File: config.mk
export PLATFORM = sky130hd
export DESIGN_NAME = obek_getirici
export DESIGN_NICKNAME = d
export VERILOG_FILES = /design/src/rtl/obek_getirici.sv
export SDC_FILE = /design/constraint.sdc
export NUM_CORES = 1
export LEC_CHECK = 0
export CORE_MARGIN = 5
export CORE_UTILIZATION = 45
export DETAILED_ROUTE_END_ITERATION = 7
export GPL_ROUTABILITY_DRIVEN = 0
export PLACE_DENSITY = 0.7
export SETUP_SLACK_MARGIN = 0.15
export SLEW_MARGIN = 20
export SYNTH_ARGS = -nofsm -noshare
export SYNTH_HDL_FRONTEND = slang
export SYNTH_SLANG_ARGS = --single-unit
export TNS_END_PERCENT = 1
File: constraint.sdc
create_clock -name clk_i -period 2.83 [get_ports clk_i]
set_clock_uncertainty 0.15 [all_clocks]
set_input_delay 0.283 -clock clk_i [delete_from_list [all_inputs] [get_ports clk_i]]
set_output_delay 0.283 -clock clk_i [all_outputs]
set_load 0.02 [all_outputs]
File: src/rtl/obek_getirici.sv
// obek_getirici: instruction-cache block refill engine.
// On a miss request it reads four 32-bit words from main memory, one at a
// time, and assembles them into a 128-bit block for the cache. A per-word
// timeout aborts a refill that stops receiving data.
//
// Build option:
//   KRITIK_KELIME_ILK_EN  - when defined, the fetch starts at the missed word
//                           (istek_adres_i[3:2]) and wraps modulo 4
//                           (critical word first). When undefined, words are
//                           fetched 0,1,2,3. Block layout is identical either way.
module obek_getirici #(
    parameter int ZAMAN_ASIMI = 255
) (
    input  logic         clk_i,
    input  logic         rst_i,
    input  logic         istek_i,
    input  logic [31:0]  istek_adres_i,
    output logic         bellek_oku_o,
    output logic [31:0]  bellek_adres_o,
    input  logic [31:0]  bellek_veri_i,
    input  logic         bellek_gecerli_i,
    output logic [127:0] buyruk_obek_o,
    output logic         obek_geldi_o,
    output logic [31:0]  onbellek_yaz_adres_o,
    output logic         mesgul_o,
    output logic         hata_o
);

    // Timeout counter just wide enough to hold ZAMAN_ASIMI.
    localparam int TW = (ZAMAN_ASIMI < 2) ? 1 : $clog2(ZAMAN_ASIMI + 1);
    // Last count value before the wait limit is reached.
    localparam logic [TW-1:0] SINIR = TW'(ZAMAN_ASIMI - 1);

    typedef enum logic [1:0] {
        BOSTA = 2'd0,
        OKU   = 2'd1,
        TAMAM = 2'd2,
        HATA  = 2'd3
    } durum_t;

    durum_t          durum_r;
    logic [27:0]     taban_r;        // block base address bits [31:4]
    logic [1:0]      kelime_idx_r;   // slot of the word currently being read
    logic [1:0]      alinan_r;       // number of words captured so far
    logic [TW-1:0]   zaman_r;        // idle cycles waiting for current word
    logic [127:0]    parca_r;        // partially assembled block
    logic [127:0]    obek_r;         // last completed block
    logic [31:0]     yaz_adres_r;    // block address of last completed block
    logic            oku_r;
    logic [31:0]     adres_r;
    logic            geldi_r;
    logic            mesgul_r;
    logic            hata_r;

    logic [1:0]      baslangic_idx_s;
    logic [1:0]      sonraki_idx_s;
    logic            yakala_s;
    logic            son_kelime_s;
    logic            zaman_doldu_s;
    logic [127:0]    birlesik_s;
    logic            unused_s;

    // Low address bits only select the starting word (or nothing at all).
    assign unused_s = ^istek_adres_i[3:0];

`ifdef KRITIK_KELIME_ILK_EN
    // Critical word first: begin with the word that actually missed.
    assign baslangic_idx_s = istek_adres_i[3:2];
`else
    // Sequential fetch: always begin with word 0 of the block.
    assign baslangic_idx_s = 2'd0;
`endif

    // Capture / completion / timeout decode for the current OKU cycle.
    always_comb begin
        sonraki_idx_s = kelime_idx_r + 2'd1;
        if (durum_r == OKU) begin
            yakala_s      = bellek_gecerli_i;
            son_kelime_s  = bellek_gecerli_i && (alinan_r == 2'd3);
            zaman_doldu_s = !bellek_gecerli_i && (zaman_r == SINIR);
        end else begin
            yakala_s      = 1'b0;
            son_kelime_s  = 1'b0;
            zaman_doldu_s = 1'b0;
        end
    end

    // Merge the incoming word into its address slot of the partial block.
    always_comb begin
        birlesik_s = parca_r;
        case (kelime_idx_r)
            2'd0:    birlesik_s[31:0]   = bellek_veri_i;
            2'd1:    birlesik_s[63:32]  = bellek_veri_i;
            2'd2:    birlesik_s[95:64]  = bellek_veri_i;
            2'd3:    birlesik_s[127:96] = bellek_veri_i;
            default: birlesik_s         = parca_r;
        endcase
    end

    // Refill state machine with all outputs registered.
    always_ff @(posedge clk_i or negedge rst_i) begin
        if (!rst_i) begin
            durum_r      <= BOSTA;
            taban_r      <= 28'd0;
            kelime_idx_r <= 2'd0;
            alinan_r     <= 2'd0;
            zaman_r      <= '0;
            parca_r      <= 128'd0;
            obek_r       <= 128'd0;
            yaz_adres_r  <= 32'd0;
            oku_r        <= 1'b0;
            adres_r      <= 32'd0;
            geldi_r      <= 1'b0;
            mesgul_r     <= 1'b0;
            hata_r       <= 1'b0;
        end else begin
            case (durum_r)
                BOSTA: begin
                    geldi_r <= 1'b0;
                    hata_r  <= 1'b0;
                    if (istek_i) begin
                        taban_r      <= istek_adres_i[31:4];
                        kelime_idx_r <= baslangic_idx_s;
                        alinan_r     <= 2'd0;
                        zaman_r      <= '0;
                        parca_r      <= 128'd0;
                        oku_r        <= 1'b1;
                        adres_r      <= {istek_adres_i[31:4], baslangic_idx_s, 2'b00};
                        mesgul_r     <= 1'b1;
                        durum_r      <= OKU;
                    end else begin
                        oku_r    <= 1'b0;
                        mesgul_r <= 1'b0;
                        durum_r  <= BOSTA;
                    end
                end

                OKU: begin
                    if (yakala_s) begin
                        parca_r      <= birlesik_s;
                        zaman_r      <= '0;
                        alinan_r     <= alinan_r + 2'd1;
                        kelime_idx_r <= sonraki_idx_s;
                        if (son_kelime_s) begin
                            // Fourth word: publish the block and release memory.
                            obek_r      <= birlesik_s;
                            yaz_adres_r <= {taban_r, 4'b0000};
                            geldi_r     <= 1'b1;
                            oku_r       <= 1'b0;
                            durum_r     <= TAMAM;
                        end else begin
                            // Index wraps inside the block; base bits never change.
                            adres_r <= {taban_r, sonraki_idx_s, 2'b00};
                            durum_r <= OKU;
                        end
                    end else if (zaman_doldu_s) begin
                        // Memory went silent: drop the partial block.
                        parca_r <= 128'd0;
                        hata_r  <= 1'b1;
                        oku_r   <= 1'b0;
                        durum_r <= HATA;
                    end else begin
                        zaman_r <= zaman_r + TW'(1);
                        durum_r <= OKU;
                    end
                end

                TAMAM: begin
                    geldi_r  <= 1'b0;
                    mesgul_r <= 1'b0;
                    durum_r  <= BOSTA;
                end

                HATA: begin
                    hata_r   <= 1'b0;
                    mesgul_r <= 1'b0;
                    durum_r  <= BOSTA;
                end

                default: begin
                    oku_r    <= 1'b0;
                    geldi_r  <= 1'b0;
                    hata_r   <= 1'b0;
                    mesgul_r <= 1'b0;
                    durum_r  <= BOSTA;
                end
            endcase
        end
    end

    assign bellek_oku_o         = oku_r;
    assign bellek_adres_o       = adres_r;
    assign buyruk_obek_o        = obek_r;
    assign obek_geldi_o         = geldi_r;
    assign onbellek_yaz_adres_o = yaz_adres_r;
    assign mesgul_o             = mesgul_r;
    assign hata_o               = hata_r;

endmodule

==> results of run 1 <==
-- final cells by class --
class,count,area [um2],area share [%]
flip-flops and latches,360,9010,46.6
multi-input cells,752,5460,28.2
repair buffers,291,3030,15.6
clock buffers,54,1110,5.75
well taps,442,553,2.86
clock inverters,15,149,0.770
inverters,8,30.0,0.155
-- through the flow --
| stage | std cells | utilization (%) |
|---|---|---|
| finish | 1922 | 59.1 |
| global route | 1922 | 59.1 |
| CTS | 1922 | 59.1 |
| detailed placement | 1852 | 55.2 |
| global placement | 1852 | 55.2 |
| floorplan | 1250 | - |
-- synthesized netlist by cell type (all sizes together) --
master	instances
nand2	171
o211ai	4
o31ai	1
o21ai	166
dfrtp	360
clkbuf	40
mux2i	158
conb	1
a21oi	6
nand4	1
and3	5
nor3	4
mux2	58
nand4b	1
or4	1
a41o	1
ha	12
nand2b	3
a22o	126
or3	3
buf	90
inv	8
a31oi	1
nand3	7
or2	1
xnor2	1
o41ai	3
a32o	4
nor2b	1
nor2	4
o311ai	3
-- how the worst min path moves through the flow --
stage	startpoint	endpoint	slack, ns	depth (start not counted)
after floorplan	rst_i	alinan_r[0]$_DFFE_PN0P_	-0.16	0
after global placement	rst_i	buyruk_obek_o[25]$_DFFE_PN0P_	0.18	1
after detailed placement	rst_i	buyruk_obek_o[25]$_DFFE_PN0P_	0.18	1
after CTS	rst_i	buyruk_obek_o[25]$_DFFE_PN0P_	0.23	2
after global routing	istek_adres_i[19]	taban_r[15]$_DFFE_PN0P_	0.24	2
final	rst_i	buyruk_obek_o[25]$_DFFE_PN0P_	0.22	2
-- critical path, cell delays in order, from the launching register on --
cell and delay (ns):
dfrtp_1 0.41, inv_1 0.12, ha_2 0.37, mux2i_2 0.20, nor2_2 0.20, and3_2 0.74
a22o_1 0.24
-- registers in the layout (all words and copies together) (netlist names) --
| signal | cells |
|---|---|
| buyruk_obek_o | 128 |
| bellek_adres_o | 30 |
| obek_geldi_o | 1 |
| zaman_r | 8 |
| taban_r | 28 |
| bellek_oku_o | 1 |
| kelime_idx_r | 2 |
| onbellek_yaz_adres_o | 28 |
| durum_r | 2 |
| parca_r | 128 |
| mesgul_o | 1 |
| alinan_r | 2 |
| hata_o | 1 |
-- routing by layer --
metal  track usage, %  wire (um)  up-vias
met5                0         13        -
met4             4.09        591        2
met3             7.09       3640       49
met2             32.8      17800      334
met1             29.4      16900     5247
li1                 -          -     4799
-- cell usage in the layout (no fill, tap or decap), types with 16 or more instances in the layout --
cell type / instances
clkbuf_16: 39
o21ai_0: 157
mux2_2: 57
buf_12: 16
a22o_1: 126
dfrtp_1: 360
mux2i_1: 157
nand2_1: 171
buf_4: 21
clkdlybuf4s50_1: 252
-- cell families (layout without fill, tap and decap cells) --
| family | count (synthesis) | count (layout) | synth area share, % |
|---|---|---|---|
| AOI/OAI and AO/OA | 315 | 315 | 14.3 |
| xor gates and xnor gates | 1 | 1 | 0.0585 |
| adders and majority gates | 12 | 12 | 1.00 |
| buffers and inverters | 138 | 368 | 3.98 |
| DFF | 360 | 360 | 60.2 |
| muxes | 216 | 216 | 15.0 |
| other | 1 | 6 | 0.0250 |
| and+or+nand+nor | 202 | 202 | 5.50 |
-- power by group through the flow --
stage	registers, mW	logic, mW	clock network, mW
after floorplan	8.35	3.18	0
after global placement	7.49	7.13	0
after detailed placement	7.55	7.25	0
after CTS	7.49	7.29	5.12
after global routing	7.69	7.80	5.33
final	7.48	7.20	4.99
-- what timing repair did --
item,CTS,global route
gates resized for setup,0,1
endpoints found under the setup margin,0,41
hold endpoints to repair,69,0
hold buffers,1,0
==> summary.txt, run 1 <==
Layout
  • Final instance area: 19300 um2
  • Area Overhead vs Synth: 29.2%
  • Layout cells sized above 1: 11.9%
  • N_diodes: 0
  • Final nets: 1532
  • Fill count: 2718

Floorplanning
  • Vert. Die Dim: 192 um
  • Core ar.: 32700 um2
  • Die ar.: 37000 um2
  • IO Pins: 264
  • Starting density of the core: 45.8%
  • Die width: 192 um
  • Site row count: 66

Global routing
  • First-pass GRT wire length: 62.5 mm
  • Total grt overflow: 0
  • Antenna violations before repair: 1
  • GRT Overall Usage: 21.1%
  • Number of global-route vias before repair: 10920
  • Largest net degree at the start of global routing: 92

Setup path
  • Arrival time at the worst endpoint: 2.83 ns
  • CP Launch Point: durum_r[1]$_DFF_PN0_
  • Reg2Reg Depth: 6
  • CP Class: flop to flop
  • CP Capture Point: parca_r[38]$_DFFE_PN0P_
  • Worst R2R Start: durum_r[1]$_DFF_PN0_
  • CP Launch Type: flop
  • Worst setup EP type: flop
  • Crit Path Max Fanout: 31
  • RR Endpoint: parca_r[38]$_DFFE_PN0P_
  • Crit path required time: 3.13 ns
  • R2r setup slk: 0.30 ns

Yosys
  • Area leader, netlist: dfrtp_1
  • Sequential fraction of the synthesis area: 60.2%
  • Distinct cells, synth: 40
  • #FFs+latches synth: 360
  • Yosys top cell area share: 60.2%
  • Synth Instances: 1245
  • Avg Cell Area, Syn: 12.0 um2
  • Mapped cell area: 15000 um2
  • YS warnings: 0
  • Synth area leaders: dfrtp_1 60%, mux2i_1 10%, a22o_1 7.4%, o21ai_0 5.2%, mux2_2 4.3%

Power and ir drop
  • Switching pwr: 6.84 mW
  • Switching Fraction: 34.8%
  • Tot Pwr: 19.7 mW
  • Clock Power Share: 25.4%
  • Pint: 12.8 mW
  • Sequential Power Share: 38.0%
  • P per Cell Area: 1020 nW/um2
  • Maximum vdd drop: 0.643 mV
  • Combinational power share: 36.6%
  • P_leak: 8.60 nW

Timing
  • Final WS setup: 0.299 ns
  • Tightest Pin Transition: 0.805 ns
  • Tmin final: 2.53 ns
  • Setup TNS: 0 ns
  • FMAX: 0.395 GHz
  • Hold Fails Final Rpt: 0
  • RSZ-0062 raised after global routing: true
  • Max Slew Vio Count: 0
  • Min Hold Slack: 0.219 ns
  • Crit share post-route: 89.4%
  • Final setup violation count: 0
  • Slew Limit Headroom: 46.4%

Placed design
  • PortBufs: 253
  • Placed inst area: 18100 um2
  • Setup Slack @ Placement: 0.295 ns
  • Post-DP HPWL: 25.5 mm

Clocking
  • Clk root buf: clkbuf_16
  • Cts bufs inserted: 39
  • Clk sinks: 360
  • Postcts setup bufs: 0
  • Worst-case clock buffer depth: 3
  • CTS tree: built
  • Clk_lat worst skew: 0.51 ns
  • H-tree depth: 2
  • Worst-path clk slew: 0.06 ns

Outcome
  • Status: complete, no violations

Drt
  • DR WL/cell: 20.3 um
  • WL final: 39.0 mm
  • TritonRoute pass-1 iters: 5
  • Average via count per standard cell: 5.43
  • DR iter-0 viols: 648
  • # DRC: 0
  • Total number of vias: 10431
  • Antenna-violating nets left: 0

Job
  • Max_cap viols: 0

Worst hold path
  • Hold crit path type: input port to asynchronous set/reset pin
Power figures use the tool's default switching activity.
==> run 2: changes to the inputs <==
CTS_CLUSTER_DIAMETER = 50   (was not set)
==> summary.txt, run 2 (same netlist as run 1, synthesis figures left out) <==
Global routing
  • GRT Overall Usage: 21.3% (+0.19 points)
  • Largest net degree at the start of global routing: 92 (unchanged)
  • Number of global-route vias before repair: 11018 (+0.90%)
  • Antenna violations before repair: 1 (unchanged)
  • Total grt overflow: 0 (unchanged)
  • First-pass GRT wire length: 63.0 mm (+0.87%)

Setup path
  • WP buf/inv: 1 (unchanged)
  • RR Endpoint: parca_r[38]$_DFFE_PN0P_
  • Worst setup EP type: flop
  • Arrival time at the worst endpoint: 2.87 ns (+0.04 ns)
  • Crit path required time: 3.13 ns (about the same)
  • Max stage delay on crit path: 0.77 ns (+0.03 ns)
  • CP Launch Type: flop
  • R2r setup slk: 0.26 ns (-0.04 ns)
  • Critical path's top delay family: simple AND/OR/NAND/NOR gates
  • CP Class: flop to flop
  • Worst path slowest cell: and3_2
  • Worst R2R Start: durum_r[1]$_DFF_PN0_
  • Cell Chain, Critical Path: inv_1, ha_2, mux2i_2, nor2_2, and3_2, a22o_1
  • Reg2Reg Depth: 6 (unchanged)
  • Crit Path Max Fanout: 31 (unchanged)

Timing
  • Hold Fails Final Rpt: 0 (unchanged)
  • Setup TNS: 0 ns (unchanged)
  • Tmin final: 2.57 ns (+0.0391 ns)
  • Final setup violation count: 0 (unchanged)
  • RSZ-0062 raised after global routing: true
  • Tightest Pin Transition: 0.826 ns (+0.0218 ns)
  • Final WS setup: 0.260 ns (-0.0391 ns)
  • Min Hold Slack: 0.206 ns (-0.0130 ns)
  • Slew Limit Headroom: 44.9% (-1.5 points)
  • Crit share post-route: 90.8% (+1.4 points)
  • Max Slew Vio Count: 0 (unchanged)
  • FMAX: 0.389 GHz (-1.5%)

Drt
  • Average via count per standard cell: 5.49 (+1.1%)
  • DR iter-0 viols: 749 (+16%)
  • Antenna-violating nets left: 0 (unchanged)
  • TritonRoute pass-1 iters: 6 (+1)
  • WL final: 39.3 mm (+1.0%)
  • DR WL/cell: 20.4 um (+0.70%)
  • # DRC: 0 (unchanged)
  • Total number of vias: 10580 (+1.4%)

Layout
  • Core Util, Final: 59.6% (+0.49 points)
  • FF+latch area: 9010 um2 (unchanged)
  • Layout cells sized above 1: 12.2% (+0.29 points)
  • Multi-input logic area: 5460 um2 (unchanged)
  • Fill count: 2702 (-0.59%)
  • Final instance area: 19500 um2 (+0.83%)
  • Final nets: 1535 (+0.20%)
  • N_diodes: 0 (unchanged)
  • Commonest non-fill, non-tap cell in the layout: dfrtp_1
  • Area Overhead vs Synth: 30.2%
  • Commonest non-fill, non-tap cells in the layout: 360 x dfrtp_1, 252 x clkdlybuf4s50_1, 171 x nand2_1

Floorplanning
  • Core ar.: 32700 um2 (unchanged)
  • Die ar.: 37000 um2 (unchanged)
  • Starting density of the core: 45.8% (unchanged)
  • Die width: 192 um (unchanged)
  • Vert. Die Dim: 192 um (unchanged)
  • Site row count: 66 (unchanged)
  • IO Pins: 264 (unchanged)

Outcome
  • Status: complete, no violations

Job
  • Max_cap viols: 0 (unchanged)

Worst hold path
  • Hold crit path type: input port to asynchronous set/reset pin

Clocking
  • CTS tree: built
  • Clk root buf: clkbuf_16
  • H-tree depth: 2 (unchanged)
  • Clk sinks: 360 (unchanged)
  • Worst-path clk slew: 0.06 ns (about the same)
  • Worst-case clock buffer depth: 3 (unchanged)
  • Cts bufs inserted: 42 (+7.7%)
  • Clk_lat worst skew: 0.53 ns (+0.02 ns)

Power and ir drop
  • P per Cell Area: 1040 nW/um2 (+1.9%)
  • Maximum vdd drop: 0.694 mV (+7.9%)
  • P_leak: 8.67 nW (+0.85%)

Placed design
  • Post-DP HPWL: 25.5 mm (unchanged)
  • PortBufs: 253 (unchanged)
  • Setup Slack @ Placement: 0.295 ns (unchanged)
  • Placed inst area: 18100 um2 (unchanged)
[run 2: layer usage]
metal,GRT usage (%),share of wire (%),up-vias,wire [um]
met4,4.42,1.6,2,620
met1,29.6,43,5359,17000
li1,-,-,4807,-
met5,0,0.033,-,13
met3,7.25,9.7,61,3830
met2,32.9,46,351,17900
[run 2: cell type report]
class | count | area share [%]
inverter | 8 | 0.154
tap | 442 | 2.84
sequential | 360 | 46.2
multi-input combinational | 752 | 28.0
clock inverter | 16 | 0.943
clock buffer | 59 | 6.35
timing repair buffer | 291 | 15.5
[run 2: timing repair]
| item | CTS | global route |
|---|---|---|
| hold endpoints to repair | 69 | 0 |
| buffers inserted | 0 | 0 |
| endpoints found under the setup margin | 0 | 62 |
| hold buffers | 1 | 0 |
| resized for setup | 0 | 1 |
[run 2: how the worst max path moves through the flow]
stage               cells after the start  slack (ns)                 endpoint                 start
CTS                                     6        0.24  parca_r[13]$_DFFE_PN0P_  durum_r[1]$_DFF_PN0_
finish                                  6        0.26  parca_r[38]$_DFFE_PN0P_  durum_r[1]$_DFF_PN0_
global placement                        6        0.38  parca_r[12]$_DFFE_PN0P_  durum_r[1]$_DFF_PN0_
floorplan                               7        0.72   zaman_r[7]$_DFFE_PN0P_  durum_r[0]$_DFF_PN0_
detailed placement                      6        0.30  parca_r[12]$_DFFE_PN0P_  durum_r[1]$_DFF_PN0_
global route                            6        0.07  parca_r[38]$_DFFE_PN0P_  durum_r[1]$_DFF_PN0_
[run 2: stage by stage]
stage / power, mW / std cells
global placement: 14.6 / 1852
CTS: 20.4 / 1928
floorplan: 11.5 / 1250
finish: 20.2 / 1928
global route: 21.4 / 1928
detailed placement: 14.8 / 1852
[run 2: where the power goes]
part	internal [mW]	switching (mW)
Combinational	3.29	3.93
Sequential	6.60	0.891
Clock	3.35	2.16
==> run 3: changes to the inputs <==
CORE_MARGIN = 1.5   (was 5)
==> summary.txt, run 3 (same netlist as run 1, synthesis figures left out) <==
Global routing
  • Number of global-route vias before repair: 10667 (-3.2%)
  • GRT Overall Usage: 22.6% (+1.3 points)
  • Antenna violations before repair: 2 (+1)
  • First-pass GRT wire length: 60.1 mm (-4.6%)
  • Largest net degree at the start of global routing: 102 (+11%)
  • Total grt overflow: 0 (unchanged)

Floorplanning
  • Vert. Die Dim: 185 um (-3.6%)
  • IO Pins: 264 (unchanged)
  • Core ar.: 32600 um2 (-0.25%)
  • Site row count: 66 (unchanged)
  • Starting density of the core: 45.9% (+0.12 points)
  • Die ar.: 34400 um2 (-7.1%)
  • Die width: 185 um (-3.6%)

Setup path
  • Crit Path Max Fanout: 21 (-32%)
  • R2r setup slk: 0.38 ns (+0.12 ns)
  • Reg2Reg Depth: 7 (+1)
  • Max stage delay on crit path: 0.39 ns (-0.38 ns)
  • Worst setup EP type: flop
  • Worst path slowest cell: dfrtp_1
  • Arrival time at the worst endpoint: 2.76 ns (-0.11 ns)
  • Cell Chain, Critical Path: inv_1, ha_2, mux2i_2, nor2_2, and3_1, buf_4, a22o_1
  • Crit path required time: 3.15 ns (+0.02 ns)
  • CP Launch Type: flop
  • RR Endpoint: parca_r[109]$_DFFE_PN0P_
  • Worst R2R Start: durum_r[1]$_DFF_PN0_
  • CP Launch Point: durum_r[1]$_DFF_PN0_
  • CP Capture Point: parca_r[109]$_DFFE_PN0P_
  • CP Class: flop to flop

Drt
  • Average via count per standard cell: 5.38 (-2.0%)
  • TritonRoute pass-1 iters: 5 (-1)
  • DR iter-0 viols: 552 (-26%)
  • DR WL/cell: 19.7 um (-3.7%)
  • Total number of vias: 10401 (-1.7%)
  • Antenna-violating nets left: 0 (unchanged)
  • WL final: 38.0 mm (-3.3%)
  • # DRC: 0 (unchanged)

Clocking
  • Cts bufs inserted: 42 (unchanged)
  • H-tree depth: 2 (unchanged)
  • CTS tree: built
  • Postcts setup bufs: 0 (unchanged)
  • Clk root buf: clkbuf_16
  • Clk_lat worst skew: 0.54 ns (about the same)
  • Worst-path clk slew: 0.06 ns (about the same)
  • Worst-case clock buffer depth: 3 (unchanged)
  • Clk sinks: 360 (unchanged)

Timing
  • Min Hold Slack: 0.0458 ns (-0.160 ns)
  • Setup TNS: 0 ns (unchanged)
  • Tightest Pin Transition: 0.560 ns (-0.266 ns)
  • Max Slew Vio Count: 0 (unchanged)
  • Hold Fails Final Rpt: 0 (unchanged)
  • Crit share post-route: 86.5% (-4.3 points)
  • FMAX: 0.409 GHz (+5.0%)
  • Slew Limit Headroom: 62.7% (+18 points)
  • RSZ-0062 raised after global routing: false
  • Final setup violation count: 0 (unchanged)
  • Tmin final: 2.45 ns (-0.123 ns)

Power and ir drop
  • P per Cell Area: 1030 nW/um2 (-0.52%)
  • P_leak: 8.72 nW (+0.62%)
  • Maximum vdd drop: 0.726 mV (+4.7%)

Layout
  • Area Overhead vs Synth: 31.1%
  • Commonest non-fill, non-tap cell in the layout: dfrtp_1
  • Layout cells sized above 1: 12.5% (+0.35 points)
  • Commonest non-fill, non-tap cells in the layout: 360 x dfrtp_1, 252 x clkdlybuf4s50_1, 171 x nand2_1
  • Final nets: 1539 (+0.26%)

Placed design
  • PortBufs: 253 (unchanged)
  • Post-DP HPWL: 25.0 mm (-2.1%)

Worst hold path
  • Hold crit path type: input port to asynchronous set/reset pin

Outcome
  • Status: complete, no violations

Job
  • Max_cap viols: 0 (unchanged)
run 3: changes by cell type in the layout (fill, tap and decap cells not counted), sizes merged:
cell / previous run / this run
clkinv: 6 / 12
clkbuf: 59 / 51
inv: 13 / 12
diode: 0 / 1
buf: 38 / 42
clkinvlp: 2 / 5
bufinv: 3 / 5
run 3: area by class of cell:
| type | count | area [um2] |
|---|---|---|
| fillers | 2602 | 13000 |
| multi-input cells | 752 | 5450 |
| clock buffers | 51 | 1120 |
| repair buffers | 295 | 3140 |
| diodes | 1 | 2.50 |
| well taps | 442 | 553 |
| flip-flops and latches | 360 | 9010 |
| clock inverters | 26 | 313 |
| inverters | 8 | 30.0 |
run 3: worst min-delay path by stage:
stage / startpoint / end / slack (ns) / cells after the start
floorplan: rst_i / alinan_r[0]$_DFFE_PN0P_ / -0.16 / 0
global placement: rst_i / buyruk_obek_o[119]$_DFFE_PN0P_ / 0.006 / 1
detailed placement: rst_i / buyruk_obek_o[119]$_DFFE_PN0P_ / 0.006 / 1
CTS: rst_i / buyruk_obek_o[119]$_DFFE_PN0P_ / 0.04 / 2
global route: rst_i / parca_r[88]$_DFFE_PN0P_ / 0.05 / 2
finish: rst_i / parca_r[55]$_DFFE_PN0P_ / 0.05 / 2
run 3: metal layers:
metal	track usage (%)	routed length, um
met2	35.4	17500
met1	29.9	16300
met5	0	11
met3	7.71	3440
met4	6.18	769
run 3: where the power goes:
group	switching, mW	leakage, nW	internal, mW
sequential	0.889	4.84	6.60
clock	2.21	0.693	3.33
combinational	3.88	3.19	3.33
run 3: worst max-delay path: cells and delay by family (launching register included):
| kind | cells | cell delay (ns) |
|---|---|---|
| adder cells (fa/ha/maj) | 1 | 0.38 |
| flip-flops | 1 | 0.39 |
| multiplexers | 1 | 0.21 |
| AND/OR/NAND/NOR | 2 | 0.62 |
| buffers and inverters | 2 | 0.43 |
| AO/OA/AOI/OAI | 1 | 0.19 |
run 3: what timing repair did:
| item | in CTS | in global routing |
|---|---|---|
| gates resized for setup | 0 | 0 |
| setup endpoints to repair | 0 | 0 |
| endpoints found under the hold margin | 360 | 0 |
| hold buffers | 1 | 0 |
run 3: per-stage QoR:
| step | setup WS (ns) | utilization (%) | std cells | power (mW) | area (um2) |
|---|---|---|---|---|---|
| 2_1_floorplan | 0.716 | - | 1250 | 11.5 | 15000 |
| 3_3_place_gp | 0.384 | 55.7 | 1856 | 14.6 | 18200 |
| 3_5_place_dp | 0.348 | 55.7 | 1856 | 14.8 | 18200 |
| 4_1_cts | 0.324 | 60.2 | 1934 | 20.5 | 19600 |
| 5_1_grt | 0.229 | 60.2 | 1935 | 21.4 | 19600 |
| 6_report | 0.383 | 60.2 | 1935 | 20.2 | 19600 |
